[src/rtl/id_stage_if.sv]
// Handshake and decoded-bundle signals between fetch, the decode stage and EX.
// The master side feeds instructions and consumes the bundle; the slave side
// is the decode stage itself.
interface id_stage_if;
  // Fetch side
  logic        in_valid;
  logic [31:0] instr;
  logic        in_ready;
  logic        flush;

  // EX side
  logic        out_valid;
  logic        out_ready;
  logic [63:0] rs1_val;
  logic [63:0] rs2_val;
  logic [63:0] imm;
  logic        alu_src;
  logic [3:0]  alu_op;
  logic        branch;
  logic        mem_read;
  logic        mem_write;
  logic        reg_write;
  logic [4:0]  rd;
  logic        illegal;

  modport master (
    output in_valid, instr, flush, out_ready,
    input  in_ready, out_valid, rs1_val, rs2_val, imm, alu_src, alu_op,
           branch, mem_read, mem_write, reg_write, rd, illegal
  );

  modport slave (
    input  in_valid, instr, flush, out_ready,
    output in_ready, out_valid, rs1_val, rs2_val, imm, alu_src, alu_op,
           branch, mem_read, mem_write, reg_write, rd, illegal
  );
endinterface

[src/rtl/id_stage.sv]
// RV64I instruction decode stage: 32x64 register file with writeback bypass,
// instruction decoder and a single registered output bundle with a
// valid/ready handshake toward EX. Flush drops both held and incoming work.
module id_stage (
  input  logic        clk,
  input  logic        rst_n,
  input  logic        wb_en,
  input  logic [4:0]  wb_rd,
  input  logic [63:0] wb_data,
  id_stage_if.slave   bus
);

  localparam logic [3:0] ALU_AND  = 4'b0000;
  localparam logic [3:0] ALU_OR   = 4'b0001;
  localparam logic [3:0] ALU_ADD  = 4'b0010;
  localparam logic [3:0] ALU_SLL  = 4'b0011;
  localparam logic [3:0] ALU_SRL  = 4'b0100;
  localparam logic [3:0] ALU_SRA  = 4'b0101;
  localparam logic [3:0] ALU_SUB  = 4'b0110;
  localparam logic [3:0] ALU_SLTU = 4'b0111;
  localparam logic [3:0] ALU_SLT  = 4'b1000;
  localparam logic [3:0] ALU_XOR  = 4'b1001;
  localparam logic [3:0] ALU_BEQ  = 4'b1010;
  localparam logic [3:0] ALU_BNE  = 4'b1011;

  localparam logic [6:0] OPC_OP     = 7'b0110011;
  localparam logic [6:0] OPC_OP_IMM = 7'b0010011;
  localparam logic [6:0] OPC_LOAD   = 7'b0000011;
  localparam logic [6:0] OPC_STORE  = 7'b0100011;
  localparam logic [6:0] OPC_BRANCH = 7'b1100011;

  // ALU operation shared by register and immediate forms; alt selects SUB/SRA.
  function automatic logic [3:0] funct_to_alu(input logic [2:0] f3, input logic alt);
    logic [3:0] op;
    case (f3)
      3'b000:  op = alt ? ALU_SUB : ALU_ADD;
      3'b001:  op = ALU_SLL;
      3'b010:  op = ALU_SLT;
      3'b011:  op = ALU_SLTU;
      3'b100:  op = ALU_XOR;
      3'b101:  op = alt ? ALU_SRA : ALU_SRL;
      3'b110:  op = ALU_OR;
      default: op = ALU_AND;
    endcase
    return op;
  endfunction

  function automatic logic signed [63:0] imm_i(input logic [31:0] ins);
    return {{52{ins[31]}}, ins[31:20]};
  endfunction

  function automatic logic signed [63:0] imm_s(input logic [31:0] ins);
    return {{52{ins[31]}}, ins[31:25], ins[11:7]};
  endfunction

  function automatic logic signed [63:0] imm_b(input logic [31:0] ins);
    return {{51{ins[31]}}, ins[31], ins[7], ins[30:25], ins[11:8], 1'b0};
  endfunction

  // Register file storage
  logic [63:0] rf_q [32];

  // Output bundle registers
  logic               out_valid_q;
  logic        [63:0] rs1_val_q, rs2_val_q;
  logic signed [63:0] imm_q;
  logic               alu_src_q;
  logic        [3:0]  alu_op_q;
  logic               branch_q, mem_read_q, mem_write_q, reg_write_q;
  logic        [4:0]  rd_q;
  logic               illegal_q;

  // Decoded next bundle
  logic        [63:0] rs1_val_d, rs2_val_d;
  logic signed [63:0] imm_d;
  logic               alu_src_d;
  logic        [3:0]  alu_op_d;
  logic               branch_d, mem_read_d, mem_write_d, reg_write_d;
  logic        [4:0]  rd_d;
  logic               illegal_d;

  logic        [6:0]  opcode;
  logic        [2:0]  funct3;
  logic        [6:0]  funct7;
  logic        [4:0]  rs1_idx, rs2_idx;
  logic               in_ready;
  logic               accept;

  assign opcode  = bus.instr[6:0];
  assign funct3  = bus.instr[14:12];
  assign funct7  = bus.instr[31:25];
  assign rs1_idx = bus.instr[19:15];
  assign rs2_idx = bus.instr[24:20];

  assign in_ready = !out_valid_q || bus.out_ready;
  assign accept   = bus.in_valid && in_ready && !bus.flush;

  // Operand read with same-cycle writeback bypass; x0 is hardwired to zero.
  always_comb begin
    rs1_val_d = 64'd0;
    rs2_val_d = 64'd0;
    if (rs1_idx != 5'd0) begin
      if (wb_en && (wb_rd == rs1_idx)) rs1_val_d = wb_data;
      else                             rs1_val_d = rf_q[rs1_idx];
    end
    if (rs2_idx != 5'd0) begin
      if (wb_en && (wb_rd == rs2_idx)) rs2_val_d = wb_data;
      else                             rs2_val_d = rf_q[rs2_idx];
    end
  end

  // Instruction decode; any unsupported encoding collapses to an all-zero
  // control bundle with only the illegal flag raised.
  always_comb begin
    alu_op_d    = ALU_AND;
    alu_src_d   = 1'b0;
    branch_d    = 1'b0;
    mem_read_d  = 1'b0;
    mem_write_d = 1'b0;
    reg_write_d = 1'b0;
    rd_d        = 5'd0;
    imm_d       = '0;
    illegal_d   = 1'b0;

    case (opcode)
      OPC_OP: begin
        // Only funct7 = 0, or 0100000 paired with SUB/SRA, is valid.
        if ((funct7 == 7'b0000000) ||
            ((funct7 == 7'b0100000) && ((funct3 == 3'b000) || (funct3 == 3'b101)))) begin
          alu_op_d    = funct_to_alu(funct3, funct7[5]);
          reg_write_d = 1'b1;
          rd_d        = bus.instr[11:7];
        end else begin
          illegal_d = 1'b1;
        end
      end
      OPC_OP_IMM: begin
        // Shifts carry a 6-bit shamt; the upper bits select logical/arith.
        if (((funct3 == 3'b001) && (bus.instr[31:26] != 6'b000000)) ||
            ((funct3 == 3'b101) && (bus.instr[31:26] != 6'b000000) &&
             (bus.instr[31:26] != 6'b010000))) begin
          illegal_d = 1'b1;
        end else begin
          // ADDI ignores bit 30 because there is no SUBI.
          alu_op_d    = funct_to_alu(funct3, (funct3 == 3'b101) && bus.instr[30]);
          alu_src_d   = 1'b1;
          reg_write_d = 1'b1;
          rd_d        = bus.instr[11:7];
          imm_d       = imm_i(bus.instr);
        end
      end
      OPC_LOAD: begin
        if (funct3 != 3'b111) begin
          alu_op_d    = ALU_ADD;
          alu_src_d   = 1'b1;
          mem_read_d  = 1'b1;
          reg_write_d = 1'b1;
          rd_d        = bus.instr[11:7];
          imm_d       = imm_i(bus.instr);
        end else begin
          illegal_d = 1'b1;
        end
      end
      OPC_STORE: begin
        if (!funct3[2]) begin
          alu_op_d    = ALU_ADD;
          alu_src_d   = 1'b1;
          mem_write_d = 1'b1;
          imm_d       = imm_s(bus.instr);
        end else begin
          illegal_d = 1'b1;
        end
      end
      OPC_BRANCH: begin
        if (funct3 == 3'b000) begin
          alu_op_d = ALU_BEQ;
          branch_d = 1'b1;
          imm_d    = imm_b(bus.instr);
        end else if (funct3 == 3'b001) begin
          alu_op_d = ALU_BNE;
          branch_d = 1'b1;
          imm_d    = imm_b(bus.instr);
        end else begin
          illegal_d = 1'b1;
        end
      end
      default: illegal_d = 1'b1;
    endcase
  end

  // Register file write; runs independent of stall and flush.
  always_ff @(posedge clk) begin
    if (!rst_n) begin
      for (int i = 0; i < 32; i++) rf_q[i] <= 64'd0;
    end else if (wb_en && (wb_rd != 5'd0)) begin
      rf_q[wb_rd] <= wb_data;
    end
  end

  // Output bundle: flush beats accept, accept beats drain, otherwise hold.
  always_ff @(posedge clk) begin
    if (!rst_n) begin
      out_valid_q <= 1'b0;
      rs1_val_q   <= 64'd0;
      rs2_val_q   <= 64'd0;
      imm_q       <= '0;
      alu_src_q   <= 1'b0;
      alu_op_q    <= ALU_AND;
      branch_q    <= 1'b0;
      mem_read_q  <= 1'b0;
      mem_write_q <= 1'b0;
      reg_write_q <= 1'b0;
      rd_q        <= 5'd0;
      illegal_q   <= 1'b0;
    end else if (bus.flush) begin
      out_valid_q <= 1'b0;
    end else if (accept) begin
      out_valid_q <= 1'b1;
      rs1_val_q   <= rs1_val_d;
      rs2_val_q   <= rs2_val_d;
      imm_q       <= imm_d;
      alu_src_q   <= alu_src_d;
      alu_op_q    <= alu_op_d;
      branch_q    <= branch_d;
      mem_read_q  <= mem_read_d;
      mem_write_q <= mem_write_d;
      reg_write_q <= reg_write_d;
      rd_q        <= rd_d;
      illegal_q   <= illegal_d;
    end else if (bus.out_ready) begin
      out_valid_q <= 1'b0;
    end
  end

  assign bus.in_ready  = in_ready;
  assign bus.out_valid = out_valid_q;
  assign bus.rs1_val   = rs1_val_q;
  assign bus.rs2_val   = rs2_val_q;
  assign bus.imm       = imm_q;
  assign bus.alu_src   = alu_src_q;
  assign bus.alu_op    = alu_op_q;
  assign bus.branch    = branch_q;
  assign bus.mem_read  = mem_read_q;
  assign bus.mem_write = mem_write_q;
  assign bus.reg_write = reg_write_q;
  assign bus.rd        = rd_q;
  assign bus.illegal   = illegal_q;

endmodule

[src/flat_wrapper.sv]
// flat-port wrapper written by rule: the top's interface ports become plain ports
module id_stage_flat 
  (clk, rst_n, wb_en, wb_rd, wb_data, bus_in_valid, bus_instr, bus_flush, bus_out_ready, bus_in_ready, bus_out_valid, bus_rs1_val, bus_rs2_val, bus_imm, bus_alu_src, bus_alu_op, bus_branch, bus_mem_read, bus_mem_write, bus_reg_write, bus_rd, bus_illegal);
  id_stage_if bus_i ();
  input  logic clk;
  input  logic rst_n;
  input  logic wb_en;
  input  logic [4:0] wb_rd;
  input  logic [63:0] wb_data;
  input wire logic [$bits(bus_i.in_valid)-1:0] bus_in_valid;
  input wire logic [$bits(bus_i.instr)-1:0] bus_instr;
  input wire logic [$bits(bus_i.flush)-1:0] bus_flush;
  input wire logic [$bits(bus_i.out_ready)-1:0] bus_out_ready;
  output wire logic [$bits(bus_i.in_ready)-1:0] bus_in_ready;
  output wire logic [$bits(bus_i.out_valid)-1:0] bus_out_valid;
  output wire logic [$bits(bus_i.rs1_val)-1:0] bus_rs1_val;
  output wire logic [$bits(bus_i.rs2_val)-1:0] bus_rs2_val;
  output wire logic [$bits(bus_i.imm)-1:0] bus_imm;
  output wire logic [$bits(bus_i.alu_src)-1:0] bus_alu_src;
  output wire logic [$bits(bus_i.alu_op)-1:0] bus_alu_op;
  output wire logic [$bits(bus_i.branch)-1:0] bus_branch;
  output wire logic [$bits(bus_i.mem_read)-1:0] bus_mem_read;
  output wire logic [$bits(bus_i.mem_write)-1:0] bus_mem_write;
  output wire logic [$bits(bus_i.reg_write)-1:0] bus_reg_write;
  output wire logic [$bits(bus_i.rd)-1:0] bus_rd;
  output wire logic [$bits(bus_i.illegal)-1:0] bus_illegal;
  assign bus_i.in_valid = bus_in_valid;
  assign bus_i.instr = bus_instr;
  assign bus_i.flush = bus_flush;
  assign bus_i.out_ready = bus_out_ready;
  assign bus_in_ready = bus_i.in_ready;
  assign bus_out_valid = bus_i.out_valid;
  assign bus_rs1_val = bus_i.rs1_val;
  assign bus_rs2_val = bus_i.rs2_val;
  assign bus_imm = bus_i.imm;
  assign bus_alu_src = bus_i.alu_src;
  assign bus_alu_op = bus_i.alu_op;
  assign bus_branch = bus_i.branch;
  assign bus_mem_read = bus_i.mem_read;
  assign bus_mem_write = bus_i.mem_write;
  assign bus_reg_write = bus_i.reg_write;
  assign bus_rd = bus_i.rd;
  assign bus_illegal = bus_i.illegal;
  id_stage u_core (.clk(clk), .rst_n(rst_n), .wb_en(wb_en), .wb_rd(wb_rd), .wb_data(wb_data), .bus(bus_i));
endmodule
[config.mk]
export PLATFORM = sky130hd
export DESIGN_NAME = id_stage_flat
export DESIGN_NICKNAME = d
export VERILOG_FILES = /design/src/rtl/id_stage_if.sv /design/src/rtl/id_stage.sv /design/src/flat_wrapper.sv
export SDC_FILE = /design/constraint.sdc
export NUM_CORES = 2
export LEC_CHECK = 0
export BUFFER_PORTS_ARGS = -buffer_cell sky130_fd_sc_hd__clkbuf_2
export CAP_MARGIN = 15
export CORE_ASPECT_RATIO = 1.1
export CORE_MARGIN = 2
export CORE_UTILIZATION = 40
export CTS_BUF_LIST = sky130_fd_sc_hd__clkbuf_8 sky130_fd_sc_hd__clkbuf_16
export DETAILED_ROUTE_END_ITERATION = 10
export SETUP_SLACK_MARGIN = 0.15
export SYNTH_ARGS = -nofsm -noshare
export SYNTH_HDL_FRONTEND = slang
export SYNTH_SLANG_ARGS = --single-unit
[constraint.sdc]
create_clock -name clk -period 6.9 [get_ports clk]
set_clock_uncertainty 0.05 [all_clocks]
set_input_delay 0.345 -clock clk [delete_from_list [all_inputs] [get_ports clk]]
set_output_delay 0.345 -clock clk [all_outputs]
set_load 0.05 [all_outputs]
## Word-level counts from Yosys, hierarchy flattened

Memory sizes are Yosys's and may differ from the RTL's.
Index checks and enable logic that the tools add are counted.

| cells by class | value |
|---|---|
| shifts and indexed selects | 0 |
| $lt $le $gt $ge | 0 |
| reductions and logical operators | 26 |
| bitwise gates (word level) | 2 |
| add/sub/neg operators | 0 |
| mux-type cells | 54 |
| eq/ne operators | 16 |
| multipliers | 0 |
| divide/modulo/power cells | 0 |

Operators by type and width:

| cell | number |
|---|---|
| $mux W64 | 10 |
| $pmux W64 S4 | 1 |
| $reduce_or A64 Y1 | 1 |
| $pmux W4 S7 | 2 |
| $mux W1 | 24 |
| $eq A7 B6 Y1 const B | 3 |
| $mux W5 | 4 |
| $pmux W4 S5 | 1 |
| $mux W4 | 4 |
| $pmux W5 S3 | 1 |
| $reduce_bool A5 Y1 | 3 |
| $eq A5 B5 Y1 | 2 |
| $logic_and A1 B1 Y1 | 10 |
| $eq A3 B3 Y1 const B | 3 |
| $eq A7 B2 Y1 const B | 1 |
| $eq A7 B5 Y1 const B | 1 |
| $eq A7 B7 Y1 const B | 1 |
| $logic_not A7 Y1 | 1 |
| $eq A3 B2 Y1 const B | 2 |
| $mux W3 | 2 |
| $ne A6 B5 Y1 const B | 1 |
| $pmux W1 S3 | 2 |
| $reduce_bool A6 Y1 | 1 |
| $pmux W1 S5 | 1 |
| other kinds (10) | 16 |

| word-level totals | value |
|---|---|
| output and inout port bits | 209 |
| logic and storage cells | 111 |
| bits in latches | 0 |
| memories kept | 1 |
| input port bits | 107 |
| memory bits (read-only) | 0 |
| bits in writable memories | 2,048 |
| register bits | 208 |

Memories:

| name | words | width | rd ports | clocked after Yosys merged registers in | wr ports | RTL line | source |
|---|---|---|---|---|---|---|---|
| u_core.rf_q | 32 | 64 | 2 | 0 | 32 | id_stage.sv:61 | `logic [63:0] rf_q [32];` |

## Longest topological paths before layout

| depth | value |
|---|---|
| depth after elaboration | 7 |
| mapped depth | 10 |
| depth with buffers taken out | 5 |

## Worst setup path after synthesis

OpenSTA, ideal clock, no wires.

| timing path | value |
|---|---|
| kind | in2reg |
| start point | input port wb_rd[0] |
| end point | memory u_core.rf_q[18][0] (enable) |
| data arrival time | 5,687 ps |
| buffers on the path | 2 |
| stages on the path | 5 |
| setup time | 574 ps |
| required time | 6,276 ps |
| path slack | 589 ps |
| cells stage by stage | buf_2 nand2b_1 or2_2 clkbuf_1 o21ai_0 |

RTL lines:

| element | RTL line | source |
|---|---|---|
| from (decl) | flat_wrapper.sv:8 | `input logic [4:0] wb_rd;` |
| to (decl) | id_stage.sv:61 |  |

==> results.toml <==
[placement]
portBuffers = 315
place_hpwl_um = 272700
gp_congestion = 0.8839
dp.cells = 11660
pre_cts_slack_ns = 2.433

[clock_tree]
cts_made_buffers = 235
clk_path_buf_depth = 3
hold_buffers = 30
htree_levels = 4
cts_tree = "yes"
cts_setup_buffers = 0
clk_latency_ns = 0.92
clock-sinks = 2205
root_buffer = "clkbuf_16"
post_cts_resized = 0
cts.clk_slew.worst_paths_ns = 0.06

[worst_setup_path]
crit_type = "input pin to register"
start_kind = "input pin"
crit_path_max_incr_delay_ns = 1.00
crit_top_cell = "buf_4"
critPathArrivalTime_ns = 4.67
end_kind = "register"
crit_path_top_delay_cell = "nand2b_4"
worst-path-max-fanout = 38
crit_chain = "dlygate4sd3_1 > buf_4 > and2_1 > nand4_1 > nor3_2 > buf_4 > nand2b_4 > buf_4"
required_ns = 7.39

[floorplanning]
die_area_mm2 = 0.2928
initial_utilization_pct = 40.26
num_rows = 206
ios = 316
die_w_um = 516.1
die_h_um = 567.3
core_region_area_mm2 = 0.2866

[yosys]
yosys.area.top_type_share_pct = 53.30
synth_ff_type = "edfxtp_1"
synth_area_leaders = "edfxtp_1, mux4_2, and2_1"
ys_top_cells_by_count = "edfxtp_1, and2_1, mux4_2"
postSynth.asyncResetShare_pct = 0
synth_top_area_cell = "edfxtp_1"
synth-edff-count = 2048
synthCells = 8118
yosysUniqueCellTypes = 80
ys.warnings.count = 0
syn_area_per_cell_um2 = 14.21
ys_seq_area_share_pct = 56.02
ys_ff_latch = 2205
synth.most_common_cell = "edfxtp_1"
synth_area_mm2 = 0.1154

[pwr]
p_seq_share_pct = 48.7
switchingPower_mw = 8.711
p_int_mw = 23.68
switching_share_pct = 26.89
leakagePower_nw = 44.33
peakVddDrop_uv = 298.4
p_clk_share_pct = 39.0
power.density_mw_per_mm2 = 252.1
power_frac_comb_pct = 12.2

[routing]
drc = 0
vias = 81220
dr.pass1.iters = 6
wl_per_cell_um = 38.96
drtIter0Drc = 13800
vias_per_cell = 6.664
postRouteAntennaNets = 0
drt_wl_total_um = 474800

[final_layout]
drive_above_1_share_pct = 25.07
final_nets = 8187
area_growth_pct = 11.38
final_util_pct = 44.84
fin_cells = 12190
nFillCells = 25390

[timing]
min_period_over_period_pct = 60.66
finalMaxSlewViolations = 0
tightest_slew_ns = 1.469
fmax_ghz = 0.2389
fin_setup_tns_ns = 0
fin_crit_ns = 4.186
final.setup.worst_slack_ns = 2.714
rsz0062_at_grt = "no"
relSlewSlack_pct = 1.813
hold_viol = 0
final-setup-viol-count = 0

[global_routing]
grtUsageMet1_pct = 40.61
overflow = 0
grt_max_degree = 107
grt_pass1_wl_um = 647700
top_usage_layer = "met2"
met3_usage_pct = 8.721
grt_pass1_vias = 79470
antenna_found_initial = 85
met2_usage_pct = 48.18
grt.total_usage_pct = 31.86

[worst_hold_path]
hp-class = "input pin to register"

[flow_run]
maxCapViolations = 0

[run_status]
status = "finished, final reports clean"
[sequential cells by signal (all words and copies together), names as in the netlist, 4 cells and up]
signal and count:
u_core.bus.rd 5, u_core.rf_q 2048, u_core.bus.alu_op 4, u_core.bus.rs1_val 64
u_core.bus.rs2_val 64, u_core.bus.imm 13
[per-stage QoR]
stage / hold WS [ns] / power (mW) / area, um2
6_report: 0.05370 / 32.40 / 128500
5_1_grt: 0.07760 / 33.04 / 128400
4_1_cts: 0.003342 / 32.27 / 128400
3_5_place_dp: 0.3984 / 19.88 / 120500
3_3_place_gp: 0.3857 / 19.80 / 120400
2_1_floorplan: 0.3735 / 18.34 / 115600
[routing by layer]
layer	vias up	routed length, um
met1	42000	167800
li1	31100	-
met2	6597	213000
met5	-	190
met3	1494	61300
met4	28	32520
[placed cells by master, fill, tap and decap left out, types with 21 or more instances in the layout]
cell type,netlist,final
a211oi_1,101,101
dfxtp_1,157,157
nor2b_1,25,21
o211ai_1,30,30
a211o_1,21,21
o31ai_1,34,34
mux2_2,322,322
inv_1,5,69
buf_4,127,200
a21oi_1,58,57
o2111ai_1,26,26
nand2_1,133,131
conb_1,1,64
a2111oi_0,22,22
o32ai_1,24,24
and2_1,2008,2007
clkinv_2,0,45
edfxtp_1,2048,2048
mux4_2,750,750
nor2_1,228,195
a22oi_1,160,160
o21ai_0,101,71
clkbuf_2,1,305
clkbuf_16,0,239
nor3_1,43,41
o22ai_1,263,263
a221o_1,49,49
clkinv_1,3,46
dlygate4sd3_1,0,30
a22o_1,56,56
diode_2,0,49
mux2i_1,253,253
o221ai_1,51,51
clkbuf_8,0,22
or3_1,32,31
nor2_4,0,31
o21ai_4,0,32
buf_12,0,30
a32oi_1,26,26
[kinds of logic (layout without fill, tap and decap cells)]
| kind of cell | after synthesis | count (layout) | share of synthesized area, % |
|---|---|---|---|
| AND/OR/NAND/NOR | 2569 | 2569 | 13.17 |
| flip-flops | 2205 | 2205 | 56.02 |
| multiplexers | 1325 | 1325 | 19.98 |
| AO/OA/AOI/OAI | 1088 | 1088 | 6.862 |
| buffers and inverters | 918 | 1027 | 3.876 |
| XOR/XNOR | 12 | 12 | 0.09109 |
| other | 1 | 113 | 0.003250 |
[power by group through the flow]
| stage | clock network (mW) | registers (mW) | logic (mW) |
|---|---|---|---|
| 2_1_floorplan | 0 | 16.1 | 2.23 |
| 3_3_place_gp | 0 | 16.0 | 3.83 |
| 3_5_place_dp | 0 | 16.0 | 3.84 |
| 4_1_cts | 12.6 | 15.8 | 3.87 |
| 5_1_grt | 13.2 | 15.8 | 4.02 |
| 6_report | 12.6 | 15.8 | 3.96 |
[final timing paths]
| kind | from | end | slack (ns) | cells past startpoint |
|---|---|---|---|---|
| min reg2reg | u_core.bus.reg_write$_SDFFE_PN0P_ | u_core.bus.reg_write$_SDFFE_PN0P_ | 0.41 | 1 |
| max reg2reg | u_core.bus.out_valid$_SDFFE_PP0P_ | u_core.bus.rs2_val[53]$_SDFFE_PN0P_ | 3.35 | 6 |
| max | rst_n | u_core.rf_q[28][35]$_SDFFCE_PN0P_ | 2.71 | 8 |
| min | wb_data[12] | u_core.bus.rs1_val[12]$_SDFFE_PN0P_ | 0.05 | 4 |
[layout make-up]
cell class	instances	area, um2	share of cell area (%)
Clock buffer	261	6284	4.889
Sequential cell	2205	64640	50.30
Multi-Input combinational cell	5058	47260	36.78
Timing Repair Buffer	572	4043	3.146
Antenna cell	49	122.6	0.09541
Tap cell	3848	4815	3.746
Clock inverter	186	1311	1.020
Inverter	8	37.54	0.02921
[critical path, delay by kind of cell]
kind | cells | cell delay [ns]
buf+inv | 4 | 1.99
simple gates | 4 | 2.19
Power figures use the tool's default switching activity.
